### src/rtl/ldb_extract_pkg.sv
// ---------------------------------------------------------------------------
// ldb_extract_pkg
//   Shared constants and types for the LDB byte-field extractor and any
//   other unit that reuses its rotator.
//   Contents:
//     LDB_WIDTH   datapath width in bits
//     LDB_POSW    width of a bit-position / field-length operand
//     ext_mode_e  how the bits above the extracted field are filled
// ---------------------------------------------------------------------------
package ldb_extract_pkg;

    localparam int LDB_WIDTH = 32;
    localparam int LDB_POSW  = $clog2(LDB_WIDTH);

    // Encoding of the in_sext request bit.
    typedef enum logic {
        EXT_ZERO = 1'b0,
        EXT_SIGN = 1'b1
    } ext_mode_e;

endpackage

### src/rtl/ldb_extract_rot32.sv
// ---------------------------------------------------------------------------
// ldb_extract_rot32
//   Combinational right rotator. Bit i of the result is bit (i + amount) of
//   the source, modulo WIDTH. Shared with the deposit-side masker path.
//   Ports:
//     word     in   WIDTH  source word
//     amount   in   AMTW   rotate-right distance
//     rotated  out  WIDTH  rotated word
// ---------------------------------------------------------------------------
module ldb_extract_rot32
    import ldb_extract_pkg::*;
#(
    parameter  int WIDTH = LDB_WIDTH,
    localparam int AMTW  = $clog2(WIDTH)
) (
    input  logic [WIDTH-1:0] word,
    input  logic [AMTW-1:0]  amount,
    output logic [WIDTH-1:0] rotated
);

    // The index sum is AMTW bits wide, so it wraps modulo WIDTH on its own;
    // this is only a true rotate because WIDTH is a power of two.
    always_comb begin
        rotated = '0;
        for (int i = 0; i < WIDTH; i++) begin
            rotated[i] = word[AMTW'(i) + amount];
        end
    end

endmodule

### src/rtl/ldb_extract.sv
// ---------------------------------------------------------------------------
// ldb_extract
//   LDB byte-field extractor. Rotates the source word right by in_pos,
//   keeps the low in_len+1 bits and optionally sign-extends the field.
//   Two pipeline registers (rotate stage, mask stage) with valid/ready
//   handshakes on both sides and full throughput.
//   Ports:
//     clk        in   1      clock, rising edge
//     reset_n    in   1      asynchronous active-low reset
//     flush      in   1      synchronous pipeline clear
//     in_valid   in   1      request present
//     in_ready   out  1      request accepted when in_valid & in_ready
//     in_word    in   WIDTH  source word
//     in_pos     in   POSW   field LSB position
//     in_len     in   POSW   field width minus one
//     in_sext    in   1      1: sign-extend, 0: zero-extend
//     out_valid  out  1      result present
//     out_ready  in   1      result taken when out_valid & out_ready
//     out_field  out  WIDTH  right-justified field
// ---------------------------------------------------------------------------
module ldb_extract
    import ldb_extract_pkg::*;
#(
    parameter  int WIDTH = LDB_WIDTH,
    localparam int POSW  = $clog2(WIDTH)
) (
    input  logic             clk,
    input  logic             reset_n,
    input  logic             flush,
    input  logic             in_valid,
    output logic             in_ready,
    input  logic [WIDTH-1:0] in_word,
    input  logic [POSW-1:0]  in_pos,
    input  logic [POSW-1:0]  in_len,
    input  logic             in_sext,
    output logic             out_valid,
    input  logic             out_ready,
    output logic [WIDTH-1:0] out_field
);

    logic             s1_valid_q, s1_valid_d;
    logic [WIDTH-1:0] s1_rot_q,   s1_rot_d;
    logic [POSW-1:0]  s1_len_q,   s1_len_d;
    ext_mode_e        s1_sext_q,  s1_sext_d;
    logic             s2_valid_q, s2_valid_d;
    logic [WIDTH-1:0] s2_field_q, s2_field_d;

    logic             s2_load;
    logic             accept;
    logic [WIDTH-1:0] rot_word;
    logic [WIDTH-1:0] mask;
    logic [WIDTH-1:0] fill;
    logic [WIDTH-1:0] field;

    ldb_extract_rot32 #(.WIDTH(WIDTH)) u_rot (
        .word    (in_word),
        .amount  (in_pos),
        .rotated (rot_word)
    );

    always_comb begin
        // Stage 2 can take new data when it is empty or its result is
        // leaving; stage 1 can accept when empty or when it drains into s2.
        // Flush blocks acceptance so the aborted cycle starts nothing new.
        s2_load  = !s2_valid_q || out_ready;
        in_ready = !flush && (!s1_valid_q || s2_load);
        accept   = in_valid && in_ready;

        // len = WIDTH-1 gives a zero shift (all ones), leaving no bits to fill.
        mask  = {WIDTH{1'b1}} >> (POSW'(WIDTH - 1) - s1_len_q);
        fill  = (s1_sext_q == EXT_SIGN && s1_rot_q[s1_len_q]) ? ~mask : '0;
        field = (s1_rot_q & mask) | fill;

        s1_valid_d = s1_valid_q;
        s1_rot_d   = s1_rot_q;
        s1_len_d   = s1_len_q;
        s1_sext_d  = s1_sext_q;
        s2_valid_d = s2_valid_q;
        s2_field_d = s2_field_q;

        if (flush) begin
            s1_valid_d = 1'b0;
            s2_valid_d = 1'b0;
        end else begin
            if (accept) begin
                s1_valid_d = 1'b1;
                s1_rot_d   = rot_word;
                s1_len_d   = in_len;
                s1_sext_d  = ext_mode_e'(in_sext);
            end else if (s2_load) begin
                s1_valid_d = 1'b0;
            end

            // The field register only changes when a real result arrives so
            // a stalled output never glitches.
            if (s2_load) begin
                s2_valid_d = s1_valid_q;
                if (s1_valid_q) begin
                    s2_field_d = field;
                end
            end
        end

        out_valid = s2_valid_q;
        out_field = s2_field_q;
    end

    always_ff @(posedge clk or negedge reset_n) begin
        if (!reset_n) begin
            s1_valid_q <= 1'b0;
            s1_rot_q   <= '0;
            s1_len_q   <= '0;
            s1_sext_q  <= EXT_ZERO;
            s2_valid_q <= 1'b0;
            s2_field_q <= '0;
        end else begin
            s1_valid_q <= s1_valid_d;
            s1_rot_q   <= s1_rot_d;
            s1_len_q   <= s1_len_d;
            s1_sext_q  <= s1_sext_d;
            s2_valid_q <= s2_valid_d;
            s2_field_q <= s2_field_d;
        end
    end

endmodule

### config.mk
export PLATFORM = sky130hd
export DESIGN_NAME = ldb_extract
export DESIGN_NICKNAME = d
export VERILOG_FILES = /design/src/rtl/ldb_extract_pkg.sv /design/src/rtl/ldb_extract_rot32.sv /design/src/rtl/ldb_extract.sv
export SDC_FILE = /design/constraint.sdc
export NUM_CORES = 1
export LEC_CHECK = 0
export ABC_AREA = 0
export CAP_MARGIN = 25
export CORE_MARGIN = 2
export CORE_UTILIZATION = 50
export DETAILED_ROUTE_END_ITERATION = 10
export GPL_ROUTABILITY_DRIVEN = 0
export PLACE_DENSITY = 0.79
export SLEW_MARGIN = 20
export SYNTH_ARGS = -nofsm -noshare
export SYNTH_HDL_FRONTEND = slang
export SYNTH_SLANG_ARGS = --single-unit
### constraint.sdc
create_clock -name clk -period 2 [get_ports clk]
set_clock_uncertainty 0.1 [all_clocks]
set_input_delay 0.4 -clock clk [delete_from_list [all_inputs] [get_ports clk]]
set_output_delay 0.4 -clock clk [all_outputs]
set_load 0.005 [all_outputs]
## Word level (Yosys, flattened, before mapping)

Cells that the tools add are included.

- Bits in registers: 72
- Bits of input ports: 48
- Output and inout port bits: 34
- Logic and storage cells: 160

- Add/sub/neg operators: 32
- Magnitude comparators: 33
- Shift operators: 1
- Muxes and demuxes: 72
- Bitwise operators: 4
- Reduce and logical (&&, ||, !) cells: 12

Operators by type and width:

| cell | number |
|---|---|
| $lt 5x6->1 const B | 33 |
| $bmux 1 s5 | 33 |
| $add 5x5->5 const A | 16 |
| $add 4x5->5 const A | 8 |
| $mux 1 | 38 |
| $and 32x32->32 | 1 |
| $mux 32 | 1 |
| $not 32->32 | 1 |
| $or 32x32->32 | 1 |
| $shr 32x5->32 const A | 1 |
| $add 3x5->5 const A | 4 |
| $add 2x5->5 const A | 2 |
| $add 1x5->5 const A | 1 |
| $sub 5x5->5 const A | 1 |
| $logic_and 1x1->1 | 3 |
| $logic_not 1->1 | 3 |
| $reduce_and 3->1 | 1 |
| $reduce_bool 3->1 | 1 |
| $logic_or 1x1->1 | 2 |
| $reduce_and 2->1 | 1 |
| $reduce_bool 2->1 | 1 |
| $not 1->1 | 1 |

## Longest topological paths before layout

- Depth after elaboration: 7
- Depth in mapped cells: 12
- Mapped depth without buffers: 7

## By module

Synthesis repeated with hierarchy kept, for this count alone.

- Cell total of the unflattened synthesis: 686
- Area total of the unflattened synthesis: 6646.4 um^2

Modules (own cells, without submodules):

| module | times used | cells an instance | area an instance (um^2) | seq. area each (um^2) |
|---|---|---|---|---|
| ldb_extract | 1 | 307 | 3534.6 | 1801.7 |
| ldb_extract_rot32 | 1 | 379 | 3111.7 | 0.0 |

## Worst setup path after synthesis

Ideal clock, no wire load.

- Kind: input-to-reg
- Start: input in_pos[0]
- End: register s1_rot_q[1]
- Setup time: 134 ps
- Arrival: 2937 ps
- Required time: 1766 ps
- Slack: -1171 ps
- Stages on the path: 11
- Cell sequence: buf_4 -> buf_4 -> buf_4 -> inv_1 -> ha_1 -> clkbuf_1 -> clkbuf_1 -> mux4_2 -> mux4_2 -> mux2i_1 -> o21ai_0

- Longest elaborated chain between the ends: 3

Ends and longest elaborated chain:

| item | RTL line | source |
|---|---|---|
| start, declared | ldb_extract.sv:33 | `input logic [POSW-1:0] in_pos,` |
| $add 1x5->5 | ldb_extract_rot32.sv:26 | `rotated[i] = word[AMTW'(i) + amount];` |
| $bmux 1 s5 | ldb_extract_rot32.sv:26 |  |
| $mux 1 (implied by the code) | ldb_extract_rot32.sv:26 |  |
| end signal, assigned | ldb_extract.sv:118 | `s1_rot_q <= s1_rot_d;` |
| end, declared | ldb_extract.sv:42 | `logic [WIDTH-1:0] s1_rot_q, s1_rot_d;` |

Every way passes these cells. The select of a mux whose other input is x is not followed.
A chain may end at the register's enable or synchronous reset.

## Final worst setup path

- Start: register s1_len_q[0]
- End: register s2_field_q[7], in the netlist out_field[7]

- Longest elaborated chain between the ends: 5

Ends and longest elaborated chain:

| item | RTL line | source |
|---|---|---|
| start, declared | ldb_extract.sv:43 | `logic [POSW-1:0] s1_len_q, s1_len_d;` |
| start signal, assigned | ldb_extract.sv:119 | `s1_len_q <= s1_len_d;` |
| $sub 5x5->5 or $bmux 1 s5 (tied branches) | ldb_extract.sv:70, ldb_extract.sv:71 |  |
| $shr 32x5->32 or $mux 1 (tied branches) | ldb_extract.sv:70, ldb_extract.sv:71 |  |
| $not 32->32 or $logic_and 1x1->1 (tied branches) | ldb_extract.sv:71 | `fill = (s1_sext_q == EXT_SIGN && s1_rot_q[s1_len_q]) ? ~mask : '0;` |
| $mux 32 | ldb_extract.sv:71 |  |
| $or 32x32->32 (*) | ldb_extract.sv:72 | `field = (s1_rot_q & mask) \| fill;` |
| end signal, assigned | ldb_extract.sv:122 | `s2_field_q <= s2_field_d;` |
| end, declared | ldb_extract.sv:46 | `logic [WIDTH-1:0] s2_field_q, s2_field_d;` |

Mark *: on every way between the ends. The rest lies on a longest branch, timed or not. The select of a mux whose other input is x is not followed.

==> results.cfg <==
[timing]
hold_viol_final = 29
hold_slack_ps = -14.9
slew_violations = 0
rsz0062_at_grt = yes
finalCritPeriodShare = 1.09
slew_headroom = 0.703
finalSetupViolCount = 34
fmax_mhz = 459
fin_ws_ps = -180
fin_crit_ps = 2180
tns_ps = -3440
worst_slew_pin_slew_ps = 433

[grt]
track_usage = 0.311
overflow = 0
grt_max_degree = 73
grt_pass1_wl_mm = 31.1
antenna_found_initial = 0
grt_pass1_vias = 5857

[setup_path]
end_kind = flop
crit_arrival_ps = 2280
cp_max_fo = 7
start_kind = flop
cp_data_required_time_ps = 2100
worstSetupPathType = flop to flop

[logic_synthesis]
synth_cell_types = 52
synth_seq_cells = 72
avgSynthCellArea_sq_um = 10.2
synthArstFlopShare = 1.00
synth_fp_nets = 643
netlist_area_sq_mm = 0.00596
synth_edf_count = 0
ys_warn_count = 0
synthFlopType = dfrtp_1
ys_seq_area_frac = 0.302
netlist_instances = 583

[clock_tree]
clk_latency_ps = 340
cts_tree = done
htreeDepth = 3
cts_root_buffer = clkbuf_16
clock_sinks = 72
clkSlewWorstSetupHoldPaths_ps = 60
cts_buffer_depth = 2
cts_hold_buf = 0
cts-buffers-inserted = 9

[route]
wl_per_cell_um = 23.6
drt-total-wl_mm = 21.2
drcViolationCount = 4
vias_per_cell = 6.57
postRouteAntennaNets = 0
vias = 5915
dr.pass1.iters = 10
drt_iter0_markers = 676

[outcome]
violations = design-rule violations, negative hold slack, negative setup slack
status = finished with violations

[pwr]
vdd_ir_drop_max_uv = 531
power_mw = 7.00
p_leak_nw = 3.76
power_density_mw_per_mm2 = 833

[die]
coreArea_sq_mm = 0.0115
die_h_um = 113
io_pins = 82
initial_core_util = 0.517
die_area_sq_mm = 0.0128
fp-row-count = 39
die_w_um = 113

[cells_and_area]
area_delta_synth_final_pct = 41.1
final_cell_mix = buf_4 (101), nand2_1 (71), dfrtp_1 (70)
utilization = 0.730
nFillCells = 742
antennaDiodeCount = 0
final_common_cell = buf_4
fin_nets = 812
drive_gt1_frac = 0.376

[place]
port_buffers = 81
dp_hpwl_mm = 14.2

[flow_run]
drv_cap = 0

[min_path]
min_path_type = input pin to async pin
## area by class of cell
cell class | instances | area (sq um) | area share
Clock buffer | 10 | 229 | 0.0272
Tap cell | 143 | 179 | 0.0213
Timing Repair Buffer | 203 | 1870 | 0.223
Inverter | 9 | 46.3 | 0.00551
Sequential cell | 72 | 1800 | 0.215
Clock inverter | 6 | 115 | 0.0137
Multi-Input combinational cell | 457 | 4160 | 0.495
## state kept, by name (all words and copies together) (netlist names)
register / count
out_field: 32
s1_rot_q: 32
s1_len_q: 5
out_valid: 1
s1_sext_q: 1
s1_valid_q: 1
## critical path: stages (launching register included)
cell and delay (ps):
dfrtp_2 450, buf_12 140, mux2_2 370, a221oi_2 270
o211ai_1 150, buf_4 180, nand3_2 110, buf_6 150
o21ai_0 120
## metal layers
metal / GRT usage / vias to the layer above / share of wire
met5: 0 / - / 0
met4: 0.163 / 0 / 0.077
met2: 0.530 / 441 / 0.48
li1: - / 2502 / -
met1: 0.382 / 2848 / 0.36
met3: 0.0487 / 124 / 0.084
## stage by stage
stage / setup slack [ps] / instance area, sq um / std cells
after CTS: -96.2 / 8070 / 891
after global routing: -237 / 8410 / 900
final: -180 / 8410 / 900
after detailed placement: -749 / 7520 / 863
after global placement: -624 / 7520 / 863
after floorplan: -570 / 6050 / 583
## timing repair
item                       4_1_cts  5_1_grt
pin swaps                        8       19
gates resized for setup         76       72
setup endpoints to repair       63       61
gates cloned                     1        3
buffers inserted                11        7
## where the power goes
group          internal (mW)  leakage, nW  total, mW  switching (mW)
Sequential              1.82        0.914       2.14           0.317
Combinational           1.59         2.69       2.98            1.39
Clock                   1.23        0.163       1.88           0.652
Total                   4.64         3.76       7.00            2.36
## logic make-up (layout without fill, tap and decap cells)
group | after synthesis | count (layout) | synth area share
xor gates and xnor gates | 31 | 31 | 0.0456
AOI/OAI and AO/OA | 111 | 111 | 0.113
buffers and inverters | 54 | 228 | 0.0506
adders and majority gates | 12 | 12 | 0.0252
muxes | 138 | 138 | 0.335
DFF | 72 | 72 | 0.302
and+or+nand+nor | 165 | 165 | 0.128
## final timing paths
check	from	end	slack [ps]	depth (start not counted)
min in group clk	out_field[0]	out_field[0]	380	2
worst max-delay path	s1_len_q[0]	out_field[7]	-180	8
max in group asynchronous	reset_n	s1_len_q[0]	1490	2
worst min register to register	out_field[0]	out_field[0]	380	2
worst max register to register	s1_len_q[0]	out_field[7]	-180	8
worst min-delay path	reset_n	out_field[18]	-10	2
## synthesized netlist by cell type, types with 8 or more instances
master	number	area share
dfrtp_1	72	0.30
nand2_1	71	0.045
mux2i_1	54	0.091
nand3_1	41	0.034
mux2_2	40	0.076
mux4_2	40	0.15
o21ai_0	37	0.031
a21oi_1	26	0.022
clkbuf_1	25	0.016
nor2_1	19	0.012
xor2_1	17	0.025
xnor2_1	14	0.021
and3_1	13	0.014
ha_1	12	0.025
inv_1	8	0.0050
o211ai_1	8	0.010
(Power assumes the default switching activity.)
